<file path="src/rtl/mixer_pkg.sv">
// Shared types and helpers for the multichannel mixer and its gain ramps.
package mixer_pkg;

    // Widest signed value the saturation check accepts; the accumulator must fit.
    localparam int SAT_W = 128;

    typedef enum logic [1:0] {
        ST_IDLE,
        ST_MAC,
        ST_OUTPUT
    } state_t;

    // Which rail, if any, a wide value crosses when narrowed to the sample width.
    typedef struct packed {
        logic pos;
        logic neg;
    } sat_t;

    // Unity gain in unsigned Q1.(gainsize-1).
    function automatic logic [63:0] unity_gain(input int gainsize);
        return 64'd1 << (gainsize - 1);
    endfunction

    // Accumulator width that holds CHANNELS full-scale products without wrapping.
    function automatic int acc_width(input int bitsize, input int gainsize, input int channels);
        return bitsize + gainsize + $clog2(channels) + 1;
    endfunction

    // Classify a wide signed value against the signed bitsize range.
    function automatic sat_t sat_check(input logic signed [SAT_W-1:0] value, input int bitsize);
        logic signed [SAT_W-1:0] max_v;
        logic signed [SAT_W-1:0] min_v;
        sat_t r;
        max_v = (SAT_W'(1) << (bitsize - 1)) - SAT_W'(1);
        min_v = -max_v - SAT_W'(1);
        r.pos = (value > max_v);
        r.neg = (value < min_v);
        return r;
    endfunction

endpackage

</file>
<file path="src/rtl/gain_ramp.sv">
// Per-channel current gain; approaches the live target by at most RAMPSTEP per enable.
module gain_ramp #(
    parameter int GAINSIZE = 24,
    parameter int RAMPSTEP = 0
) (
    input  logic                clk,
    input  logic                reset,
    input  logic                en,
    input  logic [GAINSIZE-1:0] target,
    output logic [GAINSIZE-1:0] cur
);

    localparam logic [GAINSIZE-1:0] STEP = GAINSIZE'(RAMPSTEP);

    logic [GAINSIZE-1:0] diff;
    logic [GAINSIZE-1:0] next_gain;

    // Next gain: jump straight to target, or move toward it by min(STEP, |diff|).
    always_comb begin
        // NOTE: every output of a combinational block gets a default first so no latch is inferred.
        next_gain = target;
        diff      = '0;
        if (RAMPSTEP != 0) begin
            if (target >= cur) begin
                diff      = target - cur;
                next_gain = (diff > STEP) ? cur + STEP : target;
            end else begin
                diff      = cur - target;
                next_gain = (diff > STEP) ? cur - STEP : target;
            end
        end
    end

    // Gain register; starts muted so every channel fades in after reset.
    always_ff @(posedge clk or posedge reset) begin
        // NOTE: sequential state uses non-blocking assignment so all flops update together.
        if (reset) begin
            cur <= '0;
        end else if (en) begin
            cur <= next_gain;
        end
    end

endmodule

</file>
<file path="src/rtl/multichannel_mixer.sv">
// N-channel mixer: snapshot per frame, one shared MAC over channels, saturated output.
module multichannel_mixer
    import mixer_pkg::*;
#(
    parameter int BITSIZE  = 24,
    parameter int CHANNELS = 4,
    parameter int GAINSIZE = 24,
    parameter int RAMPSTEP = 0
) (
    input  logic                         clk,
    input  logic                         reset,
    input  logic                         sample_strobe,
    input  logic [CHANNELS*BITSIZE-1:0]  in,
    input  logic [CHANNELS*GAINSIZE-1:0] gain,
    input  logic                         clip_clear,
    output logic [BITSIZE-1:0]           out,
    output logic                         out_valid,
    output logic                         busy,
    output logic                         overrun,
    output logic                         clip
);

    localparam int ACC_W  = acc_width(BITSIZE, GAINSIZE, CHANNELS);
    localparam int PROD_W = BITSIZE + GAINSIZE + 1;
    localparam int IDX_W  = (CHANNELS > 1) ? $clog2(CHANNELS) : 1;
    localparam logic [IDX_W-1:0]   LAST_IDX = IDX_W'(CHANNELS - 1);
    localparam logic [BITSIZE-1:0] OUT_MAX  = {1'b0, {(BITSIZE-1){1'b1}}};
    localparam logic [BITSIZE-1:0] OUT_MIN  = {1'b1, {(BITSIZE-1){1'b0}}};

    state_t                     state;
    logic [IDX_W-1:0]           idx;
    logic signed [ACC_W-1:0]    acc;
    logic signed [BITSIZE-1:0]  snap [CHANNELS];
    logic [GAINSIZE-1:0]        cur_gain [CHANNELS];
    logic [CHANNELS-1:0]        ramp_en;

    logic signed [BITSIZE-1:0]  snap_sel;
    logic [GAINSIZE-1:0]        gain_sel;
    logic signed [PROD_W-1:0]   prod;
    logic signed [ACC_W-1:0]    shifted;
    sat_t                       sat;
    logic [BITSIZE-1:0]         narrowed;

    // One ramp per channel, stepped only in the MAC cycle that reads that channel,
    // so the MAC sees the pre-update gain and the new gain applies next frame.
    for (genvar i = 0; i < CHANNELS; i++) begin : g_chan
        assign ramp_en[i] = (state == ST_MAC) && (idx == IDX_W'(i));

        gain_ramp #(
            .GAINSIZE (GAINSIZE),
            .RAMPSTEP (RAMPSTEP)
        ) u_gain_ramp (
            .clk    (clk),
            .reset  (reset),
            .en     (ramp_en[i]),
            .target (gain[i*GAINSIZE +: GAINSIZE]),
            .cur    (cur_gain[i])
        );
    end

    // Shared multiplier: signed sample times zero-extended unsigned gain.
    assign snap_sel = snap[idx];
    assign gain_sel = cur_gain[idx];
    assign prod     = PROD_W'(snap_sel) * PROD_W'($signed({1'b0, gain_sel}));

    // Drop the Q fraction with an arithmetic shift (floor), then check the rails.
    assign shifted  = acc >>> (GAINSIZE - 1);
    assign sat      = sat_check(SAT_W'(shifted), BITSIZE);

    // Narrow to the sample width, clamping to whichever rail was crossed.
    always_comb begin
        narrowed = shifted[BITSIZE-1:0];
        if (sat.pos) begin
            narrowed = OUT_MAX;
        end else if (sat.neg) begin
            narrowed = OUT_MIN;
        end
    end

    // Frame sequencer: IDLE -> MAC (one channel per cycle) -> OUTPUT -> IDLE.
    always_ff @(posedge clk or posedge reset) begin
        if (reset) begin
            state     <= ST_IDLE;
            idx       <= '0;
            acc       <= '0;
            out       <= '0;
            out_valid <= 1'b0;
            busy      <= 1'b0;
            overrun   <= 1'b0;
            clip      <= 1'b0;
            // NOTE: the snapshot is a handful of registers, so it is reset with the rest
            // instead of being left to power-up garbage like a RAM would be.
            for (int i = 0; i < CHANNELS; i++) begin
                snap[i] <= '0;
            end
        end else begin
            out_valid <= 1'b0;
            overrun   <= 1'b0;
            if (clip_clear) begin
                clip <= 1'b0;
            end

            case (state)
                ST_IDLE: begin
                    busy <= sample_strobe;
                    if (sample_strobe) begin
                        for (int i = 0; i < CHANNELS; i++) begin
                            snap[i] <= in[i*BITSIZE +: BITSIZE];
                        end
                        acc   <= '0;
                        idx   <= '0;
                        state <= ST_MAC;
                    end
                end

                ST_MAC: begin
                    overrun <= sample_strobe;
                    acc     <= acc + ACC_W'(prod);
                    if (idx == LAST_IDX) begin
                        state <= ST_OUTPUT;
                    end else begin
                        idx <= idx + IDX_W'(1);
                    end
                end

                ST_OUTPUT: begin
                    overrun   <= sample_strobe;
                    out       <= narrowed;
                    out_valid <= 1'b1;
                    // A new clip overrides a simultaneous clip_clear.
                    if (sat.pos || sat.neg) begin
                        clip <= 1'b1;
                    end
                    state <= ST_IDLE;
                end

                default: begin
                    state <= ST_IDLE;
                end
            endcase
        end
    end

endmodule

</file>
<file path="config.mk">
export PLATFORM = sky130hd
export DESIGN_NAME = multichannel_mixer
export DESIGN_NICKNAME = d
export VERILOG_FILES = /design/src/rtl/mixer_pkg.sv /design/src/rtl/gain_ramp.sv /design/src/rtl/multichannel_mixer.sv
export SDC_FILE = /design/constraint.sdc
export NUM_CORES = 2
export LEC_CHECK = 0
export CAP_MARGIN = 20
export CORE_MARGIN = 1.5
export CORE_UTILIZATION = 25
export DETAILED_ROUTE_END_ITERATION = 8
export GPL_TIMING_DRIVEN = 0
export PLACE_DENSITY = 0.37
export SYNTH_ARGS = -nofsm -noshare
export SYNTH_HDL_FRONTEND = slang
export SYNTH_SLANG_ARGS = --single-unit
</file>
<file path="constraint.sdc">
create_clock -name clk -period 11.15 [get_ports clk]
set_clock_uncertainty 0.2 [all_clocks]
set_input_delay 1.6725 -clock clk [delete_from_list [all_inputs] [get_ports clk]]
set_output_delay 1.6725 -clock clk [all_outputs]
set_load 0.1 [all_outputs]
</file>
==> run summary <==
==========================================================================================
Fillers .....................................................................        13900
Share of cells above drive strength 1 .......................................       0.0967
Critical path data arrival time .............................................     10.90 ns
Global routing usage summed across all routing layers .......................        0.185
Sequential cell area fraction in the yosys report ...........................        0.212
Worst Path Max Fanout .......................................................           10
Total count of hold-check failures in the final report ......................            0
Synthesized-area fraction occupied by xor and xnor cells ....................       0.0119
Fraction of registers with async set/reset ..................................         1.00
Area fraction in and, or, nand and nor cells after synthesis ................        0.104
Post-synthesis sequential element count .....................................          275
Critical path class .........................................................   reg -> reg
Number of cell rows .........................................................          132
Worst Tran Pin Value ........................................................      1.22 ns
Count of final max-slew check failures ......................................            0
Clock Path Buffers ..........................................................            3
Instance count along the most critical hold path ............................            1
Area Overhead vs Synth ......................................................        18.2%
Final Net Count .............................................................         4565
Element type at the critical path start .....................................         flop
Number of antenna violations at the first check in global routing ...........           15
Dominant combinational cell family by area after synthesis ..................  adder cells
H-tree depth ................................................................            2
Fin crit period .............................................................     10.69 ns
Critical path's largest stage delay .........................................      0.65 ns
Area share of fa/ha/maj cells after synthesis ...............................        0.408
Class of the worst hold path ................................................   reg -> reg
Worst Min Path Start ........................................................ snap[29]$_DFFE_PP0P_
Global route overflow .......................................................            0
CTS root buffer .............................................................    clkbuf_16
Largest net degree at the start of global routing ...........................          115
Status ...................................................................... complete, no violations
TritonCTS clock tree ........................................................        built
R2R Setup Slk ...............................................................      0.46 ns
Global placement routability congestion .....................................        0.869
Number of enable flip-flop cells after synthesis ............................            0
Die outline width ...........................................................       363 um
Detail Placement HPWL .......................................................    102000 um
Remaining DRCs ..............................................................            0
Remaining max-slew budget at the tightest pin ...............................        0.180
Number of setup violations in the final report ..............................            0
TritonRoute pass-1 iters ....................................................            5
Number of buffers added by the clock tree synthesis step ....................           38
Buffer count from post-CTS setup fixing .....................................            0
Core Util, Final ............................................................        0.297
IO Port Bufs ................................................................          223
Final routed wire length divided by cell count ..............................      22.4 um
Area of the core ............................................................  129000 um^2
Slowest cell on the critical path ...........................................        buf_1
Vias/cell ...................................................................         4.45
Number of global-route vias before repair ...................................        26100
Worst hold endpoint ......................................................... snap[29]$_DFFE_PP0P_
Max-cap violations ..........................................................            0
Starting utilization of the core area .......................................        0.251
Portion of netlist area occupied by mux cells ...............................        0.100
Insertion delay of the later-clocked pin in the worst-skew pair .............      0.63 ns
Compound-gate portion of the synthesized area ...............................       0.0625
Post-synthesis instance total ...............................................         3348
Most frequent cell on the critical path .....................................         fa_1
Clock edge transition at the registers on the reported setup and hold paths .      0.06 ns
Hold-fix buffers, CTS .......................................................            0
Number of different library cells in the post-synthesis netlist .............           59
Mapped Avg Cell Area ........................................................    9.70 um^2
Top-level I/O count .........................................................          224
Post-detailed-routing wire length ...........................................    121000 um
Required time at the worst-slack endpoint ...................................     11.37 ns
Setup repair after global routing missed its margin .........................        false
Worst Reg2Reg Path Length in Cells ..........................................           28
Ys flop type ................................................................      dfrtp_1
Die outline height ..........................................................       363 um
Summed instance area of the synthesized netlist .............................   32500 um^2
Post-DRT Antenna Nets .......................................................            0
Via count ...................................................................        24000
Sequential standard cell area ...............................................    6880 um^2
Die area ....................................................................  132000 um^2
Net count after synthesis ...................................................         4286
Beginning of the worst register-to-register path ............................ idx[0]$_DFFE_PP0P_
Wire length of the first global-routing pass ................................    175000 um
Synth warnings ..............................................................            0
Total area of multi-input combinational cells ...............................   22300 um^2
Share of the cycle needed by the critical path after routing ................        0.958
Endpoint of the most critical register-to-register path ..................... acc[47]$_DFFE_PP0P_
Starting DRT DRC Count ......................................................         1251
CTS Sinks ...................................................................          275
Type of element capturing the critical path .................................         flop
Maximum clock rate ..........................................................   0.0936 GHz
==========================================================================================
[kinds of logic (layout without fill, tap and decap cells)]
kind of cell	Yosys count	in the layout
adder cells (fa/ha/maj)	742	742
flip-flops	275	275
buffers and inverters	877	1179
other	0	4
multiplexers	276	276
XOR/XNOR	44	44
AO/OA/AOI/OAI	325	325
AND/OR/NAND/NOR	809	809
[worst max-delay path, delay by kind of cell, from the launching register on]
| family | cells | cell delay [ns] |
|---|---|---|
| buf+inv | 9 | 2.27 |
| flops | 1 | 0.37 |
| xor+xnor | 1 | 0.21 |
| compound gates | 8 | 2.77 |
| simple gates | 2 | 0.53 |
| fa+ha+maj | 8 | 4.13 |
[sequential cells by signal (all words and copies together) (netlist names)]
name	flops
acc	51
busy	1
clip	1
g_chan.u_gain_ramp.cur	96
idx	2
out	24
out_valid	1
overrun	1
snap	96
state	2
[worst max path at each step]
stage	start	endpoint	slack (ns)	cells after the start
4_1_cts	idx[1]$_DFFE_PP0P_	acc[47]$_DFFE_PP0P_	0.05	28
2_1_floorplan	reset	acc[0]$_DFFE_PP0P_	1.70	1
5_1_grt	idx[1]$_DFFE_PP0P_	acc[47]$_DFFE_PP0P_	0.02	28
3_3_place_gp	reset	acc[12]$_DFFE_PP0P_	-3.37	2
3_5_place_dp	idx[1]$_DFFE_PP0P_	acc[47]$_DFFE_PP0P_	-0.29	30
6_report	idx[0]$_DFFE_PP0P_	acc[47]$_DFFE_PP0P_	0.46	28
[cells in the final DEF, fill, tap and decap left out, drive strengths merged, types with 11 or more instances in the layout]
master,synthesis,final
clkbuf,126,181
nor3,11,11
a21o,24,24
mux2,226,226
o211ai,27,27
mux2i,34,34
o21ai,123,123
xnor2,20,20
ha,212,212
dfrtp,275,275
nor2,221,221
xor2,24,24
nand3,13,13
clkdlybuf4s50,0,223
nand4,19,19
a21oi,59,59
nand2,453,453
buf,20,31
o21a,34,34
and2,51,51
mux4,16,16
fa,530,530
a31oi,11,11
inv,730,733
[layout make-up]
cell class	instances	area share
clock buffer	52	0.0277
antenna	4	0.000261
tap	1742	0.0568
buffer	146	0.0153
timing repair buffer	239	0.0634
sequential	275	0.179
inverter	731	0.0717
multi-input combinational	2196	0.581
clock inverter	11	0.00469
[synth_stat cells, drive strengths merged, types with 3 or more instances]
library cell    n  share of area
a32o            3        0.00092
nand3          13         0.0020
nor4            3        0.00058
o21ai         123          0.019
o21a           34         0.0079
mux2          226          0.078
a22o            6         0.0016
xnor2          20         0.0054
or3             5        0.00096
nor3           11         0.0017
nor3b           3        0.00069
clkbuf        126          0.015
a21boi          4        0.00092
nand2         453          0.052
mux4           16          0.011
a31oi          11         0.0023
or2             3        0.00058
nor2          221          0.026
and3            8         0.0015
nand4          19         0.0037
ha            212          0.082
dfrtp         275           0.21
and2           51         0.0098
a21oi          59         0.0092
o211ai         27         0.0062
o22ai           8         0.0015
mux2i          34          0.010
a21o           24         0.0055
o21bai          6         0.0014
xor2           24         0.0065
nand2b          6         0.0012
nor2b           7         0.0014
fa            530           0.33
o31ai           3        0.00069
buf            20         0.0025
inv           730          0.084
[per-stage QoR]
step                      setup TNS (ns)  instances  setup WS, ns  instance area (um^2)  hold slack, ns
after floorplan                        0       3348          1.70                 32500           0.256
after global placement           -885.84       5313         -3.37                 36900           0.282
after detailed placement          -0.294       5328        -0.294                 37100           0.288
after CTS                              0       5391        0.0549                 38300           0.301
after global routing                   0       5393        0.0245                 38400           0.315
final                                  0       5396         0.464                 38400           0.297
[metal layers]
layer	vias up	wire (um)	global-route usage
met5	-	58	0
met4	8	4140	0.0604
li1	10900	-	-
met2	562	61200	0.324
met3	161	5970	0.0333
met1	12400	49500	0.229
[what timing repair did]
action,in CTS,in global routing
cloned,0,0
endpoints found under the setup margin,1,2
gates resized for setup,4,30
Power is not shown: default switching activity piles up to over one toggle a cycle in this logic, so the estimate is an artifact.
